$ cat src/rtl/tick_scheduler.sv
// Shared time base: one BASE_DIV prescaler feeding NCH programmable tick / slow-clock channels.
// Channel reconfiguration is deferred to the next base tick so channel outputs never glitch.
module tick_scheduler #(
    parameter int unsigned BASE_DIV = 2500,
    parameter int unsigned NCH      = 4,
    parameter int unsigned DW       = 16
) (
    input  logic                   clk,
    input  logic                   rstn,
    input  logic                   cfg_valid,
    output logic                   cfg_ready,
    input  logic [$clog2(NCH)-1:0] cfg_ch,
    input  logic [DW-1:0]          cfg_div,
    input  logic                   cfg_en,
    output logic                   busy,
    output logic                   base_tick,
    output logic [NCH-1:0]         tick,
    output logic [NCH-1:0]         sclk
);

    localparam int unsigned CW = $clog2(NCH);
    localparam int unsigned PW = $clog2(BASE_DIV);
    localparam logic [PW-1:0] PCNT_LAST = PW'(BASE_DIV - 1);

    typedef struct packed {
        logic [CW-1:0] ch;
        logic [DW-1:0] div;
        logic          en;
    } cfg_t;

    typedef enum logic {
        S_IDLE = 1'b0,
        S_WAIT = 1'b1
    } state_t;

    state_t        state_q;
    state_t        state_d;
    cfg_t          shadow_q;
    logic          shadow_load;
    logic          apply;
    logic [PW-1:0] pcnt;
    logic [NCH-1:0] en_q;
    logic [DW-1:0] div_q  [NCH];
    logic [DW-1:0] ccnt_q [NCH];

    // Prescaler: base_tick is high the cycle after pcnt reaches its last value.
    always_ff @(posedge clk) begin
        if (!rstn) begin
            pcnt      <= '0;
            base_tick <= 1'b0;
        end else begin
            base_tick <= (pcnt == PCNT_LAST);
            pcnt      <= (pcnt == PCNT_LAST) ? '0 : pcnt + PW'(1);
        end
    end

    always_ff @(posedge clk) begin
        if (!rstn) begin
            state_q <= S_IDLE;
        end else begin
            state_q <= state_d;
        end
    end

    // A request waits in the shadow register until the next base tick.
    always_comb begin
        state_d     = state_q;
        cfg_ready   = 1'b0;
        busy        = 1'b0;
        shadow_load = 1'b0;
        apply       = 1'b0;
        case (state_q)
            S_IDLE: begin
                cfg_ready = 1'b1;
                if (cfg_valid) begin
                    shadow_load = 1'b1;
                    state_d     = S_WAIT;
                end
            end
            S_WAIT: begin
                busy = 1'b1;
                if (base_tick) begin
                    apply   = 1'b1;
                    state_d = S_IDLE;
                end
            end
            default: state_d = S_IDLE;
        endcase
    end

    always_ff @(posedge clk) begin
        if (!rstn) begin
            shadow_q <= '0;
        end else if (shadow_load) begin
            shadow_q.ch  <= cfg_ch;
            shadow_q.div <= cfg_div;
            shadow_q.en  <= cfg_en;
        end
    end

    // Channel dividers; a pending apply overrides that channel's terminal count.
    always_ff @(posedge clk) begin
        if (!rstn) begin
            en_q <= NCH'(1);
            tick <= '0;
            sclk <= '0;
            for (int i = 0; i < NCH; i++) begin
                div_q[i]  <= '0;
                ccnt_q[i] <= '0;
            end
        end else begin
            for (int i = 0; i < NCH; i++) begin
                tick[i] <= 1'b0;
                if (apply && (shadow_q.ch == CW'(i))) begin
                    div_q[i]  <= shadow_q.div;
                    en_q[i]   <= shadow_q.en;
                    ccnt_q[i] <= '0;
                    sclk[i]   <= 1'b0;
                end else if (!en_q[i]) begin
                    ccnt_q[i] <= '0;
                    sclk[i]   <= 1'b0;
                end else if (base_tick) begin
                    if (ccnt_q[i] == div_q[i]) begin
                        ccnt_q[i] <= '0;
                        tick[i]   <= 1'b1;
                        sclk[i]   <= ~sclk[i];
                    end else begin
                        ccnt_q[i] <= ccnt_q[i] + DW'(1);
                    end
                end
            end
        end
    end

endmodule

$ cat config.mk
export PLATFORM = sky130hd
export DESIGN_NAME = tick_scheduler
export DESIGN_NICKNAME = d
export VERILOG_FILES = /design/src/rtl/tick_scheduler.sv
export SDC_FILE = /design/constraint.sdc
export NUM_CORES = 1
export LEC_CHECK = 0
export ABC_AREA = 1
export BUFFER_PORTS_ARGS = -buffer_cell sky130_fd_sc_hd__buf_2
export CORE_ASPECT_RATIO = 0.7
export CORE_MARGIN = 3
export CORE_UTILIZATION = 25
export CTS_BUF_LIST = sky130_fd_sc_hd__clkbuf_8
export DETAILED_ROUTE_END_ITERATION = 10
export SETUP_SLACK_MARGIN = 0.15
export SYNTH_ARGS = -nofsm -noshare
export SYNTH_HDL_FRONTEND = slang
export SYNTH_SLANG_ARGS = --single-unit
$ cat constraint.sdc
create_clock -name clk -period 1.7 [get_ports clk]
set_input_delay 0.17 -clock clk [delete_from_list [all_inputs] [get_ports clk]]
set_output_delay 0.17 -clock clk [all_outputs]
set_load 0.005 [all_outputs]
==> metrics.md <==
| Metric | Value |
|---|---|
| Final Setup Violations | `0` |
| Register area share after synthesis | `between 50% and 60%` |
| H-tree depth | `4` |
| Final Cell Area | `approximately 11,000 sq um` |
| Worst Skew | `0.0134 ns` |
| Initial antenna violation count | `0` |
| Worst Hold Class | `in2reg` |
| Number of max-cap violations | `0` |
| WP data required | `1.94 ns` |
| PwrDens | `691 nW/um^2` |
| Leading area contributor after synthesis | `edfxtp_1` |
| Final Hold Viols | `0` |
| Max Freq | `597 MHz` |
| Crit. End Element | `flip-flop` |
| Diodes inserted | `0` |
| GP Congestion | `0.784` |
| Slew Limit Fails | `0` |
| Net load switching power | `between 1500 and 2000 uW` |
| Initial DRC count | `416` |
| Routed Antenna Nets | `0` |
| Post-synth ARST share | `0%` |
| Final #Nets | `~1,200` |
| Mean Syn Cell Area | `8.64 sq um` |
| Row cnt | `56` |
| Synth Instances | `1,001` |
| Commonest cells post-synth | `226 x nand2_1, 188 x nor2_1, 143 x inv_1` |
| GRT Overall Usage | `11.7%` |
| RSZ-0062 raised after global routing | `yes` |
| Die width | `228 microns` |
| Top-count cell post-synth | `nand2_1` |
| Vias in the first global route | `approximately 6,600` |
| Syn Nets | `~1,000` |
| Worst Path Arrival | `1.92 ns` |
| CP max FO | `6` |
| Netlist Area Pre-Place | `approximately 8600 sq um` |
| EDFF count, synth | `roughly 130` |
| Post-Route Setup TNS | `0 ns` |
| Initial Util | `25.6%` |
| Number of synthesized register bits | `173` |
| Slew @ Worst Pin | `slightly below 0.4 ns` |
| Die Y | `162 microns` |
| Core area | `~34,000 sq um` |
| Sw Share | `around a quarter` |
| Gate power share | `about 6.0%` |
| Clock tree buffer depth | `2` |
| Ys Warns | `0` |
| Placement Cell Area | `9850 sq um` |
| Outcome | `completed` |
| Top FF cell, synth | `edfxtp_1` |
| Layout cells sized above 1 | `29.1%` |
| First-pass GRT wire length | `between 30,000 and 40,000 microns` |
| Synthesis-to-finish area growth | `32.2%` |
| Die Area | `36,900 sq um` |
| Dpl hpwl | `15,000 microns` |
| Drt first pass iters | `4` |
| CTS tree | `done` |
| Post-DR vias/cell | `4.23` |
| Synth top area cells | `edfxtp_1 44%, dfxtp_1 10%, nand2_1 9.8%, nor2_1 8.2%, inv_1 6.2%` |
| Total gr overflow | `0` |
| Crit path time final | `1.67 ns` |
| Pleak | `0.00455 uW` |
| Clk pin slew, worst setup/hold paths | `0.09 ns` |
| Normalized max-slew margin | `73.6%` |
| Share of the synthesized area in the top cell type | `44.5%` |
| I/O Buffers | `32` |
| Drt drc | `0` |
| Clk sinks | `173` |
| Reg power frac | `59.1%` |
| Vias | `between 6,000 and 7,000` |
| Total wire length | `22,000 microns` |
| Worst VDD drop | `570 uV` |
| Largest net degree at the start of global routing | `35` |
| Hold Slack | `0.0110 ns` |
| Clock share of power | `34.9%` |
| CP Class | `reg2reg` |
| Worst Setup Start Kind | `flip-flop` |
| Routed length per instance | `13.4 microns` |
| Clock root cell | `clkbuf_8` |
| Fillers | `3,486` |
| I/O pin cnt | `33` |
| Netlist cell types | `31` |
| Multi-input logic area | `3870 sq um` |
| Clock latency on the worst-skew pair | `about 0.48 ns` |
| CTS Buf Count | `17` |
| Sequential cell area | `roughly 4700 sq um` |
| Pint | `approximately 5900 uW` |
| Period utilization | `98.5%` |
| Final Util | `33.8%` |
-- layout by cell type (no fill, tap or decap), types with 18 or more instances in the layout --
cell      instances
dfxtp_1          42
xor2_1           50
a21oi_1          24
buf_2            32
nor2_1          134
o21ai_0          25
inv_1           131
buf_4            95
nand2_1         213
edfxtp_1        128
nor2_2           42
nand3_1          26
a21oi_2          18
nor2_4           22
inv_2            20
-- registers in the layout (all words and copies together), names as in the netlist --
signal     cells
pcnt          12
tick           4
sclk           4
div_q         64
base_tick      1
state_q        1
en_q           4
ccnt_q        64
shadow_q      19
-- stage by stage --
| step | cells | worst slack (ns) | total power, uW |
|---|---|---|---|
| floorplan | 1001 | 0.0965 | 4980 |
| global placement | 1541 | 0.0191 | 5170 |
| detailed placement | 1541 | 0.0333 | 5180 |
| CTS | 1610 | 0.0416 | 7910 |
| global route | 1638 | -0.0682 | 8190 |
| finish | 1638 | 0.0259 | 7900 |
-- kinds of logic after synthesis --
group | Yosys count | synth area share (%)
xor+xnor | 63 | 6.38
flops | 173 | 54.9
compound gates | 73 | 4.30
fa+ha+maj | 5 | 0.723
simple gates | 522 | 26.1
buf+inv | 165 | 7.65
-- layout make-up --
cell class,instances,share of cell area (%)
clock buffer,17,2.05
clock inverter,15,1.12
inverter,148,4.86
multi-input combinational,664,33.9
sequential,173,41.5
tap,464,5.08
timing repair buffer,157,11.5
-- worst paths after layout --
path	cells after the start	end	from	slack, ns
worst max-delay path	8	ccnt_q[2][1]	ccnt_q[2][6]	0.03
worst min-delay path	3	shadow_q[7]	cfg_div[6]	0.01
worst max register to register	8	ccnt_q[2][1]	ccnt_q[2][6]	0.03
worst min register to register	1	pcnt[0]	pcnt[0]	0.45
-- critical path, stage by stage, from the launching register on --
cell and delay [ns]:
edfxtp_1 0.48, xor2_1 0.19, nor2_1 0.13, nand2_1 0.09, nor2_2 0.14, nand2_2 0.10
nand2_4 0.10, clkbuf_16 0.16, nor2_1 0.04
-- power by group through the flow --
stage / logic [uW] / clock network (uW) / registers, uW
after floorplan: 236 / 0 / 4740
after global placement: 410 / 0 / 4760
after detailed placement: 415 / 0 / 4760
after CTS: 449 / 2800 / 4660
after global routing: 531 / 2980 / 4680
final: 474 / 2760 / 4670
-- per-layer routing --
metal	vias up	global-route usage (%)	part of all wire, %
met3	31	2.33	3.7
met2	120	18.4	45
li1	3511	-	-
met4	0	3.61	1.7
met1	3265	16.2	50
met5	-	0	0
-- what timing repair did --
action | 4_1_cts | 5_1_grt
pin swaps | 21 | 53
gates cloned | 2 | 2
buffers inserted | 26 | 26
hold endpoints to repair | 9 | 0
endpoints found under the setup margin | 101 | 185
hold buffers | 9 | 0
gates resized for setup | 30 | 151
(Power assumes the default switching activity.)
